--- src/rtl/spi_alu_pkg.sv ---
// Shared types and constants for the SPI-to-ALU sequencer.
//   FRAME_W  : bits per SPI command frame, shifted MSB first
//   RES_W    : ALU result width returned on MISO
//   OP*_MSB  : field positions inside the received frame
//   RES_ERR  : result substituted when the ALU never answers
package spi_alu_pkg;

    localparam int FRAME_W = 16;
    localparam int RES_W   = 8;

    localparam int OP_W    = 4;
    localparam int OPC_W   = 2;
    localparam int OP1_MSB = 15;
    localparam int OP2_MSB = 11;
    localparam int OPC_MSB = 7;

    localparam logic [RES_W-1:0] RES_ERR = 8'hFF;

    typedef enum logic [1:0] {
        ST_IDLE = 2'd0,
        ST_RECV = 2'd1,
        ST_EXEC = 2'd2,
        ST_RESP = 2'd3
    } state_t;

endpackage

--- src/rtl/spi_sync_edge.sv ---
// Two-flop synchroniser with single-cycle edge pulses.
//   clk, reset : system clock, async active-high reset
//   async_i    : signal from another clock domain
//   sync_o     : synchronised level
//   rise_o     : one clk pulse on a synchronised 0->1 transition
//   fall_o     : one clk pulse on a synchronised 1->0 transition
// RST_VAL lets an idle-high input (chip select) come out of reset
// without a spurious edge.
module spi_sync_edge #(
    parameter logic RST_VAL = 1'b0
) (
    input  logic clk,
    input  logic reset,
    input  logic async_i,
    output logic sync_o,
    output logic rise_o,
    output logic fall_o
);

    logic meta_q;
    logic sync_q;
    logic prev_q;

    always_ff @(posedge clk or posedge reset) begin
        if (reset) begin
            meta_q <= RST_VAL;
            sync_q <= RST_VAL;
            prev_q <= RST_VAL;
        end else begin
            meta_q <= async_i;
            sync_q <= meta_q;
            prev_q <= sync_q;
        end
    end

    assign sync_o = sync_q;
    assign rise_o = sync_q & ~prev_q;
    assign fall_o = ~sync_q & prev_q;

endmodule

--- src/rtl/spi_alu_sequencer.sv ---
// SPI mode-0 slave front end that decodes a command frame, launches one
// ALU operation per frame and returns the result on MISO in the next frame.
//   clk, reset              : system clock, async active-high reset
//   spi_sclk/cs_n/mosi/miso : SPI pins (inputs asynchronous to clk)
//   alu_op1/op2/opcode      : operands held for the ALU
//   alu_start               : one-cycle launch pulse
//   alu_done, alu_result    : ALU handshake and result
//   busy                    : not idle
//   result_valid            : one-cycle pulse when a result is captured
//   frame_err               : one-cycle pulse on short/dropped frame or timeout
//
// state | meaning
// IDLE  | waiting for chip select to fall
// RECV  | shifting a frame in on MOSI, previous result out on MISO
// EXEC  | ALU launched, waiting for alu_done or timeout
// RESP  | result loaded for return; holds until chip select is released
module spi_alu_sequencer
    import spi_alu_pkg::*;
#(
    parameter int TIMEOUT = 15
) (
    input  logic             clk,
    input  logic             reset,
    input  logic             spi_sclk,
    input  logic             spi_cs_n,
    input  logic             spi_mosi,
    output logic             spi_miso,
    output logic [OP_W-1:0]  alu_op1,
    output logic [OP_W-1:0]  alu_op2,
    output logic [OPC_W-1:0] alu_opcode,
    output logic             alu_start,
    input  logic             alu_done,
    input  logic [RES_W-1:0] alu_result,
    output logic             busy,
    output logic             result_valid,
    output logic             frame_err
);

    localparam int CNT_W = $clog2(FRAME_W + 1);
    localparam int TMR_W = $clog2(TIMEOUT + 1);

    logic sclk_level_unused;
    logic sclk_rise;
    logic sclk_fall;
    logic cs_s;
    logic cs_rise_unused;
    logic cs_fall;

    logic mosi_meta_q;
    logic mosi_sync_q;

    state_t             state_q,   state_d;
    logic [CNT_W-1:0]   bit_cnt_q, bit_cnt_d;
    logic [FRAME_W-2:0] rx_q,      rx_d;
    logic [RES_W-1:0]   tx_q,      tx_d;
    logic [TMR_W-1:0]   timer_q,   timer_d;
    logic [OP_W-1:0]    op1_q,     op1_d;
    logic [OP_W-1:0]    op2_q,     op2_d;
    logic [OPC_W-1:0]   opc_q,     opc_d;
    logic               miso_q,    miso_d;
    logic               start_q,   start_d;
    logic               valid_q,   valid_d;
    logic               err_q,     err_d;
    logic               busy_q,    busy_d;

    // Full frame as it would look once the current MOSI bit is shifted in.
    logic [FRAME_W-1:0] frame;

    spi_sync_edge #(.RST_VAL(1'b0)) u_sclk_sync (
        .clk     (clk),
        .reset   (reset),
        .async_i (spi_sclk),
        .sync_o  (sclk_level_unused),
        .rise_o  (sclk_rise),
        .fall_o  (sclk_fall)
    );

    spi_sync_edge #(.RST_VAL(1'b1)) u_cs_sync (
        .clk     (clk),
        .reset   (reset),
        .async_i (spi_cs_n),
        .sync_o  (cs_s),
        .rise_o  (cs_rise_unused),
        .fall_o  (cs_fall)
    );

    assign frame = {rx_q, mosi_sync_q};

    always_comb begin
        state_d   = state_q;
        bit_cnt_d = bit_cnt_q;
        rx_d      = rx_q;
        tx_d      = tx_q;
        timer_d   = timer_q;
        op1_d     = op1_q;
        op2_d     = op2_q;
        opc_d     = opc_q;
        miso_d    = 1'b0;
        start_d   = 1'b0;
        valid_d   = 1'b0;
        err_d     = 1'b0;

        case (state_q)
            ST_IDLE: begin
                if (cs_fall) begin
                    state_d   = ST_RECV;
                    bit_cnt_d = '0;
                    // Mode 0: first bit must be on MISO before the first rising edge.
                    miso_d    = tx_q[RES_W-1];
                end
            end
            ST_RECV: begin
                miso_d = miso_q;
                if (cs_s) begin
                    err_d   = 1'b1;
                    miso_d  = 1'b0;
                    state_d = ST_IDLE;
                end else begin
                    if (sclk_fall) begin
                        tx_d   = {tx_q[RES_W-2:0], 1'b0};
                        miso_d = tx_q[RES_W-2];
                    end
                    if (sclk_rise) begin
                        rx_d      = frame[FRAME_W-2:0];
                        bit_cnt_d = bit_cnt_q + CNT_W'(1);
                        if (bit_cnt_q == CNT_W'(FRAME_W - 1)) begin
                            op1_d   = frame[OP1_MSB -: OP_W];
                            op2_d   = frame[OP2_MSB -: OP_W];
                            opc_d   = frame[OPC_MSB -: OPC_W];
                            start_d = 1'b1;
                            timer_d = TMR_W'(TIMEOUT - 1);
                            miso_d  = 1'b0;
                            state_d = ST_EXEC;
                        end
                    end
                end
            end
            ST_EXEC: begin
                if (cs_fall) begin
                    err_d = 1'b1;
                end
                // A done arriving on the last timeout cycle still counts as done.
                if (alu_done) begin
                    tx_d    = alu_result;
                    valid_d = 1'b1;
                    state_d = ST_RESP;
                end else if (timer_q == '0) begin
                    tx_d    = RES_ERR;
                    err_d   = 1'b1;
                    state_d = ST_RESP;
                end else begin
                    timer_d = timer_q - TMR_W'(1);
                end
            end
            ST_RESP: begin
                if (cs_fall) begin
                    err_d = 1'b1;
                end
                if (cs_s) begin
                    state_d = ST_IDLE;
                end
            end
            default: state_d = ST_IDLE;
        endcase

        busy_d = (state_d != ST_IDLE);
    end

    always_ff @(posedge clk or posedge reset) begin
        if (reset) begin
            mosi_meta_q <= 1'b0;
            mosi_sync_q <= 1'b0;
            state_q     <= ST_IDLE;
            bit_cnt_q   <= '0;
            rx_q        <= '0;
            tx_q        <= '0;
            timer_q     <= '0;
            op1_q       <= '0;
            op2_q       <= '0;
            opc_q       <= '0;
            miso_q      <= 1'b0;
            start_q     <= 1'b0;
            valid_q     <= 1'b0;
            err_q       <= 1'b0;
            busy_q      <= 1'b0;
        end else begin
            mosi_meta_q <= spi_mosi;
            mosi_sync_q <= mosi_meta_q;
            state_q     <= state_d;
            bit_cnt_q   <= bit_cnt_d;
            rx_q        <= rx_d;
            tx_q        <= tx_d;
            timer_q     <= timer_d;
            op1_q       <= op1_d;
            op2_q       <= op2_d;
            opc_q       <= opc_d;
            miso_q      <= miso_d;
            start_q     <= start_d;
            valid_q     <= valid_d;
            err_q       <= err_d;
            busy_q      <= busy_d;
        end
    end

    assign spi_miso     = miso_q;
    assign alu_op1      = op1_q;
    assign alu_op2      = op2_q;
    assign alu_opcode   = opc_q;
    assign alu_start    = start_q;
    assign busy         = busy_q;
    assign result_valid = valid_q;
    assign frame_err    = err_q;

endmodule
--- config.mk ---
export PLATFORM = sky130hd
export DESIGN_NAME = spi_alu_sequencer
export DESIGN_NICKNAME = d
export VERILOG_FILES = /design/src/rtl/spi_alu_pkg.sv /design/src/rtl/spi_sync_edge.sv /design/src/rtl/spi_alu_sequencer.sv
export SDC_FILE = /design/constraint.sdc
export NUM_CORES = 1
export LEC_CHECK = 0
export CAP_MARGIN = 15
export CORE_MARGIN = 2
export CORE_UTILIZATION = 30
export CTS_BUF_LIST = sky130_fd_sc_hd__clkbuf_4
export DETAILED_ROUTE_END_ITERATION = 10
export GPL_ROUTABILITY_DRIVEN = 0
export PLACE_DENSITY = 0.44
export SKIP_CTS_REPAIR_TIMING = 1
export SLEW_MARGIN = 40
export SYNTH_ARGS = -nofsm -noshare
export SYNTH_HDL_FRONTEND = slang
export SYNTH_SLANG_ARGS = --single-unit
--- constraint.sdc ---
create_clock -name clk -period 2.9 [get_ports clk]
set_input_delay 0.58 -clock clk [delete_from_list [all_inputs] [get_ports clk]]
set_output_delay 0.58 -clock clk [all_outputs]
set_load 0.05 [all_outputs]
Word level (Yosys, flattened, before mapping)
Cells that the tools add are included.
- output and inout bits: 15
- bits of input ports: 14
- logic and storage cells: 91
- register bits after elaboration: 57
- $add $sub $neg: 2
- bitwise operators: 6
- equal/unequal tests: 12
- reductions and logical operators: 10
- mux-type cells: 40
- operator list (operator ; count):
    8-bit two-way mux ; 4
    4-bit two-way mux ; 5
    8-bit one-hot mux with 2 select lines ; 1
    1-bit two-way mux ; 15
    5-bit two-way mux ; 3
    2-bit two-way mux ; 7
    2-bit != test (second input constant) ; 7
    4-bit AND reduction ; 3
    5-bit one-hot mux with 2 select lines ; 1
    2-bit one-hot mux with 4 select lines ; 1
    4-bit one-hot mux with 2 select lines ; 1
    6-bit AND reduction ; 1
    2-bit nonzero test ; 3
    5-bit by 1-bit adder with 5-bit output (second input constant) ; 1
    5-bit by 4-bit equality test with 1-bit output (second input constant) ; 1
    2-bit equality test (second input constant) ; 2
    4-bit logical NOT ; 1
    4-bit by 1-bit subtractor with 4-bit output (second input constant) ; 1
    1-bit AND ; 3
    3-bit != test (second input constant) ; 1
    1-bit inverter ; 3
    1-bit one-hot mux with 3 select lines ; 1
    3-bit AND reduction ; 1
    2-bit by 1-bit equality test with 1-bit output (second input constant) ; 1
    other kinds (2) ; 2

Longest topological paths before layout
Gate-level depths: netlist of run 1.
- depth after elaboration: 7
- gate-level depth with buffers: 10
- depth with buffers taken out: 9

Modules after synthesis
From an unflattened synthesis of run 1, not the netlist that was laid out.
- cell total of the unflattened synthesis: 245
- area total of the unflattened synthesis: 2483.6 sq um
- by module, submodules not included (module ; seq. area each (sq um) ; times used ; cells an instance ; area an instance (sq um)):
    spi_alu_sequencer ; 1276.2 ; 1 ; 233 ; 2292.2
    spi_sync_edge at u_cs_sync ; 78.8 ; 1 ; 6 ; 97.6
    spi_sync_edge at u_sclk_sync ; 75.1 ; 1 ; 6 ; 93.8

Least setup slack after synthesis of run 1
OpenSTA, ideal clock, no wires.
- kind: reg-to-reg
- start point: register bit_cnt_q[0]
- end point: register op1_q[0] (netlist: alu_op1[0])
- stages on the path, launching flop included: 10
- period minus slack after synthesis: 1804 ps
- buffers on the path: 1
- library setup time: 125 ps
- slack: 1096 ps
- data arrival time: 1679 ps
- required time: 2775 ps
- cells stage by stage: dfrtp_1 > ha_1 > and3_1 > ha_1 > nand3b_1 > inv_1 > nand2_1 > inv_1 > buf_4 > mux2_2
- longest elaborated chain between the ends: 2
- ends and longest elaborated chain (item ; line ; RTL):
    from (decl) ; spi_alu_sequencer.sv:53 ; logic [CNT_W-1:0] bit_cnt_q, bit_cnt_d;
    from (signal assigned) ; spi_alu_sequencer.sv:190 ; bit_cnt_q <= bit_cnt_d;
    5-bit by 4-bit equality test with 1-bit output ; spi_alu_sequencer.sv:126 ; if (bit_cnt_q == CNT_W'(FRAME_W - 1)) begin
    4-bit AND reduction (no source line) ; -- ;
    to (signal assigned) ; spi_alu_sequencer.sv:194 ; op1_q <= op1_d;
    to (decl) ; spi_alu_sequencer.sv:57 ; logic [OP_W-1:0] op1_q, op1_d;
No other way between the ends.
A chain may end at the register's enable or synchronous reset.

Worst setup path in the final report of run 1
Ends and elaborated chain as after synthesis.

==> impl_metrics.toml, run 1 <==
[global_routing]
globalRoute.totalOverflow = 0
globalRouteMet3Util_pct = 3.93
grt_max_degree = 58
grt_util_met1_pct = 15.4
grt.busiest_layer = "met2"
grt_first_pass_wirelength_um = 7570
grt_usage_pct = 11.3
use_met2_pct = 15.5
antenna_found_initial = 0
grt_pass1_vias = 1581

[run]
cap_violations = 0

[floorplan]
die_area_um2 = 8790
die_x_um = 93.8
io_pins = 29
dieHeight_um = 93.8
core_um2 = 7770
initial_core_util_pct = 31.1
rows = 32

[critical_path]
path_depth = 8
cp_num_buf_inv = 2
path_class = "reg -> reg"
slowest_stage = "inv_1"
regToRegSetupSlack_ns = 0.71
r2r_cells = 8
crit_fanout = 14
critPathTopFamily = "buffers and inverters"
worstPathArrival_ns = 2.48
worst_setup_path_end_kind = "flip-flop"
critPathRequiredTime_ns = 3.19
cp_cell_sequence = "ha_1, and3_1, ha_1, nand3b_1, inv_1, nand2_1, inv_1, mux2_2"
cp_slowest_stage_delay_ns = 0.43
crit_path_start_kind = "flip-flop"

[sta]
fin_ws_ns = 0.714
slew_headroom_pct = 63.3
setup_viol = 0
post-route-period-util_pct = 75.4
skew_ns = 0.0166
period_needed_ns = 2.19
worst_hold_slack_ns = 0.359
fmax_ghz = 0.457
drv_slew = 0
tightestPinTransition_ns = 0.549
finalHoldViolations = 0
rsz0062_at_grt = "no"
final.setup.tns_ns = 0

[synthesis]
ys_seq_elements = 57
syn_inst = 190
syn_area_um2 = 2420
avgSynthCellArea_um2 = 12.7
ys_types = 37
synth_seq_area_share_pct = 59.2
synth_warnings = 0
syn-num-nets = 207

[layout]
antenna_cells = 0
area_delta_synth_final_pct = 20.8
drive_gt1_share_pct = 25.6
nNetsFinal = 239
final.fill_count = 796
final_area_um2 = 2920

[power_and_ir_drop]
p_leak_nw = 1.33
p_per_area_nw_per_um2 = 545
total_power_mw = 1.59
vdd_drop_max_mv = 0.267

[detailed_routing]
vias_per_cell = 4.50
route.detailed.drc = 0
drt_iter0_drc = 111
wirelength_um = 4280
vias = 1479
drt.antenna.violating_nets = 0
firstDrtPassIters = 4
wire_per_inst_um = 13.0

[clocking]
clk_pin_slew_worst_paths_ns = 0.11
cts-root-buf = "clkbuf_4"
clkSinkCount = 57
cts_tree = "done"
htree_levels = 3
cts_buffer_depth = 2
clk_latency_ns = 0.41
cts_buffers = 9

[placed_design]
dp_hpwl_um = 2670
place_ws_ns = 0.601
port_buffers = 28
dpl_cell_area_um2 = 2790

[outcome]
status = "complete, no violations"

[min_path]
hold_depth = 0
hold_path_class = "reg -> reg"
-- sequential cells by signal (all words and copies together) (netlist names), 2 cells and up --
name        cells
alu_op1         4
rx_q           15
tx_q            8
alu_opcode      2
bit_cnt_q       5
timer_q         4
state_q         2
alu_op2         4
-- cell usage after synthesis --
library cell  count  area, um2
dfstp_2           3       78.8
o22ai_1           2       12.5
or3_1             1       6.26
dfrtp_1          54       1350
buf_4             2       15.0
buf_2             2       10.0
nand3b_1          3       22.5
and2_1            1       6.26
buf_6             2       22.5
nor2_1           13       48.8
nand2b_4          1       13.8
a32o_1            1       10.0
o21ai_4           1       16.3
a211o_1           1       8.76
or3b_4            1       11.3
nand3b_2          1       11.3
nand3_1           1       5.00
and2b_1           1       7.51
o311ai_0          1       8.76
and3_1            1       6.26
a31oi_1           7       43.8
xnor2_1           1       8.76
mux2_2           34        383
nand2_1           5       18.8
a22o_1            1       8.76
nor3_1            5       25.0
clkbuf_1          2       7.51
nor3b_1           1       7.51
ha_1              3       37.5
nor2b_1           1       6.26
a21oi_1           4       20.0
mux2i_1           1       10.0
inv_1            16       60.1
nor4b_4           1       23.8
a21o_1            1       7.51
nand2b_1          5       31.3
o21ai_0           9       45.0
-- per-stage QoR --
step	util, %	instances
5_1_grt	37.6	329
2_1_floorplan	-	190
4_1_cts	37.6	329
3_3_place_gp	35.9	313
6_report	37.6	329
3_5_place_dp	35.9	313
-- routing by layer --
| layer | routed length [um] | vias to the layer above |
|---|---|---|
| li1 | - | 721 |
| met1 | 2200 | 716 |
| met2 | 1740 | 32 |
| met3 | 243 | 10 |
| met4 | 99 | 0 |
| met5 | 0 | - |
-- cells by family after synthesis --
family / count (synthesis) / share of synthesized area, %
AOI/OAI and AO/OA: 28 / 7.51
and+or+nand+nor: 42 / 10.4
buffers and inverters: 24 / 4.76
DFF: 57 / 59.2
xor gates and xnor gates: 1 / 0.362
adders and majority gates: 3 / 1.55
muxes: 35 / 16.3
-- path summary, 6_finish.rpt --
| path | from | to |
|---|---|---|
| min in group asynchronous | reset | alu_start |
| max reg2reg | bit_cnt_q[0] | alu_op1[0] |
| min | mosi_meta_q | mosi_sync_q |
| max | bit_cnt_q[0] | alu_op1[0] |
| max in group asynchronous | reset | u_cs_sync.meta_q |
| min reg2reg | mosi_meta_q | mosi_sync_q |
-- final cells by class --
type	instances	area, um2	area share (%)
inverter	16	60.1	2.06
sequential	57	1430	49.0
clock inverter	7	61.3	2.10
timing repair buffer	29	300	10.3
tap	102	128	4.37
clock buffer	9	67.6	2.31
multi-input combinational	109	872	29.9
-- cells in the final DEF, fill, tap and decap left out, types with 2 or more instances in the layout --
master / instances
nand2_1: 5
dfrtp_1: 54
o22ai_1: 2
nand3b_1: 3
mux2_2: 34
nor2_1: 13
a21oi_1: 4
nand2b_1: 5
ha_1: 3
nor3_1: 5
clkdlybuf4s50_1: 28
clkinv_2: 3
dfstp_2: 3
inv_1: 15
a31oi_1: 7
clkbuf_4: 9
o21ai_0: 9
clkinv_1: 2
-- power breakdown --
group	leakage [nW]	total (mW)	switching [mW]	internal, mW
logic	0.539	0.149	0.0674	0.0816
registers	0.720	0.881	0.0320	0.849
clock network	0.0745	0.559	0.305	0.254
(Power assumes the default switching activity.)
==> inputs of run 2 (changes only) <==
PLACE_DENSITY = 0.46   (was 0.44)
clock period = 1.75 ns   (was 2.9 ns; I/O delays follow)
==> impl_metrics.toml, run 2 (same netlist as run 1, synthesis figures left out) <==
[detailed_routing]
wire_per_inst_um = 12.3
wirelength_um = 4300
firstDrtPassIters = 4
route.detailed.drc = 0
vias_per_cell = 4.44
vias = 1557
drt.antenna.violating_nets = 0
drt_iter0_drc = 94

[outcome]
status = "complete, no violations"

[clocking]
htree_levels = 3
cts_buffer_depth = 2
cts_tree = "done"
cts-root-buf = "clkbuf_4"
clkSinkCount = 57
clk_latency_ns = 0.39
cts_buffers = 9
clk_pin_slew_worst_paths_ns = 0.11

[critical_path]
crit_path_start_kind = "flip-flop"
crit_fanout = 7
path_class = "reg -> reg"
rr_startpoint = "bit_cnt_q[0]"
r2r_cells = 8
regToRegSetupSlack_ns = 0.09
critPathCapture = "alu_op2[1]"
cp_slowest_stage_delay_ns = 0.36
critPathRequiredTime_ns = 2.03
r2r-end = "alu_op2[1]"
worstPathArrival_ns = 1.94
slowest_stage = "dfrtp_1"
cp-startpoint = "bit_cnt_q[0]"
cp_cell_sequence = "ha_2, and3_1, ha_1, nand3b_1, inv_2, nand2_4, inv_6, mux2_2"
worst_setup_path_end_kind = "flip-flop"

[layout]
regArea_um2 = 1430
nNetsFinal = 261
layout_commonest_cell = "dfrtp_1"
largest_register_ffs = 15
finish.utilization_pct = 40.4
final_area_um2 = 3130
drive_gt1_share_pct = 39.8
largest_register = "rx_q"
multi_input_area_um2 = 891
final_cells = 351
reg_top3 = "rx_q x15, tx_q x8, bit_cnt_q x5"
area_delta_synth_final_pct = 29.7
most-common-layout-cells = "54 x dfrtp_1, 35 x buf_4, 33 x mux2_2"
antenna_cells = 0
final.fill_count = 781

[floorplan]
die_area_um2 = 8790
initial_core_util_pct = 31.1
rows = 32
dieHeight_um = 93.8
io_pins = 29
die_x_um = 93.8
core_um2 = 7770

[power_and_ir_drop]
power_switching_mw = 0.648
seqPwrFrac_pct = 49.7
p_comb_share_pct = 9.8
vdd_drop_max_mv = 0.530
p_leak_nw = 1.51
p_int_mw = 2.28
total_power_mw = 2.93
sw_frac_of_total_pct = 22.1
clkPwrFrac_pct = 40.5
p_per_area_nw_per_um2 = 934

[global_routing]
antenna_found_initial = 0
grt_util_met1_pct = 14.1
grt_usage_pct = 10.9
grt.busiest_layer = "met2"
grt_max_degree = 58
globalRouteMet3Util_pct = 4.90
use_met2_pct = 16.0
grt_pass1_vias = 1555
grt_first_pass_wirelength_um = 7260
globalRoute.totalOverflow = 0

[sta]
fmax_ghz = 0.601
period_needed_ns = 1.66
tightestPinTransition_ns = 0.321
setup_viol = 0
drv_slew = 0
slew_headroom_pct = 78.5
worst_hold_slack_ns = 0.305
rsz0062_at_grt = "yes"
post-route-period-util_pct = 95.0
final.setup.tns_ns = 0
skew_ns = 0.0142
finalHoldViolations = 0
fin_ws_ns = 0.0870

[placed_design]
dp_hpwl_um = 2790
dpl_cell_area_um2 = 2900
place_inst = 331
place_ws_ns = -0.0818
port_buffers = 28

[min_path]
hold_path_class = "in -> async"

[run]
cap_violations = 0
-- run 2: cell type report --
| type | instances | share of cell area (%) |
|---|---|---|
| sequential | 57 | 45.6 |
| multi-input combinational | 109 | 28.4 |
| timing repair buffer | 50 | 13.8 |
| tap | 102 | 4.07 |
| clock inverter | 7 | 3.47 |
| clock buffer | 9 | 2.16 |
| inverter | 16 | 2.16 |
| timing repair inverter | 1 | 0.279 |
-- run 2: layer usage --
layer | wire, um | vias up
met2 | 1810 | 35
met3 | 270 | 7
li1 | - | 770
met1 | 2150 | 745
met4 | 68 | 0
met5 | 0 | -
-- run 2: how the worst min path moves through the flow --
stage	from	to	slack, ns	cells past startpoint
final	reset	rx_q[6]	0.30	3
after global placement	u_sclk_sync.meta_q	u_sclk_sync.sync_o	0.33	0
after CTS	reset	rx_q[5]	0.30	3
after global routing	spi_cs_n	u_cs_sync.meta_q	0.32	1
after floorplan	mosi_meta_q	mosi_sync_q	0.33	0
after detailed placement	u_sclk_sync.meta_q	u_sclk_sync.sync_o	0.33	0
-- run 2: critical path, delay by kind of cell (launching register included) --
family                     cells  cell delay [ns]
adders and majority gates      2             0.30
buffers and inverters          2             0.21
DFF                            1             0.36
muxes                          1             0.33
and+or+nand+nor                3             0.34
-- run 2: power by group through the flow --
| stage | sequential, mW | combinational (mW) | clock [mW] |
|---|---|---|---|
| final | 1.45 | 0.288 | 1.19 |
| after global routing | 1.46 | 0.324 | 1.29 |
| after CTS | 1.45 | 0.285 | 1.23 |
| after detailed placement | 1.48 | 0.284 | 0 |
| after global placement | 1.48 | 0.284 | 0 |
| after floorplan | 1.48 | 0.174 | 0 |
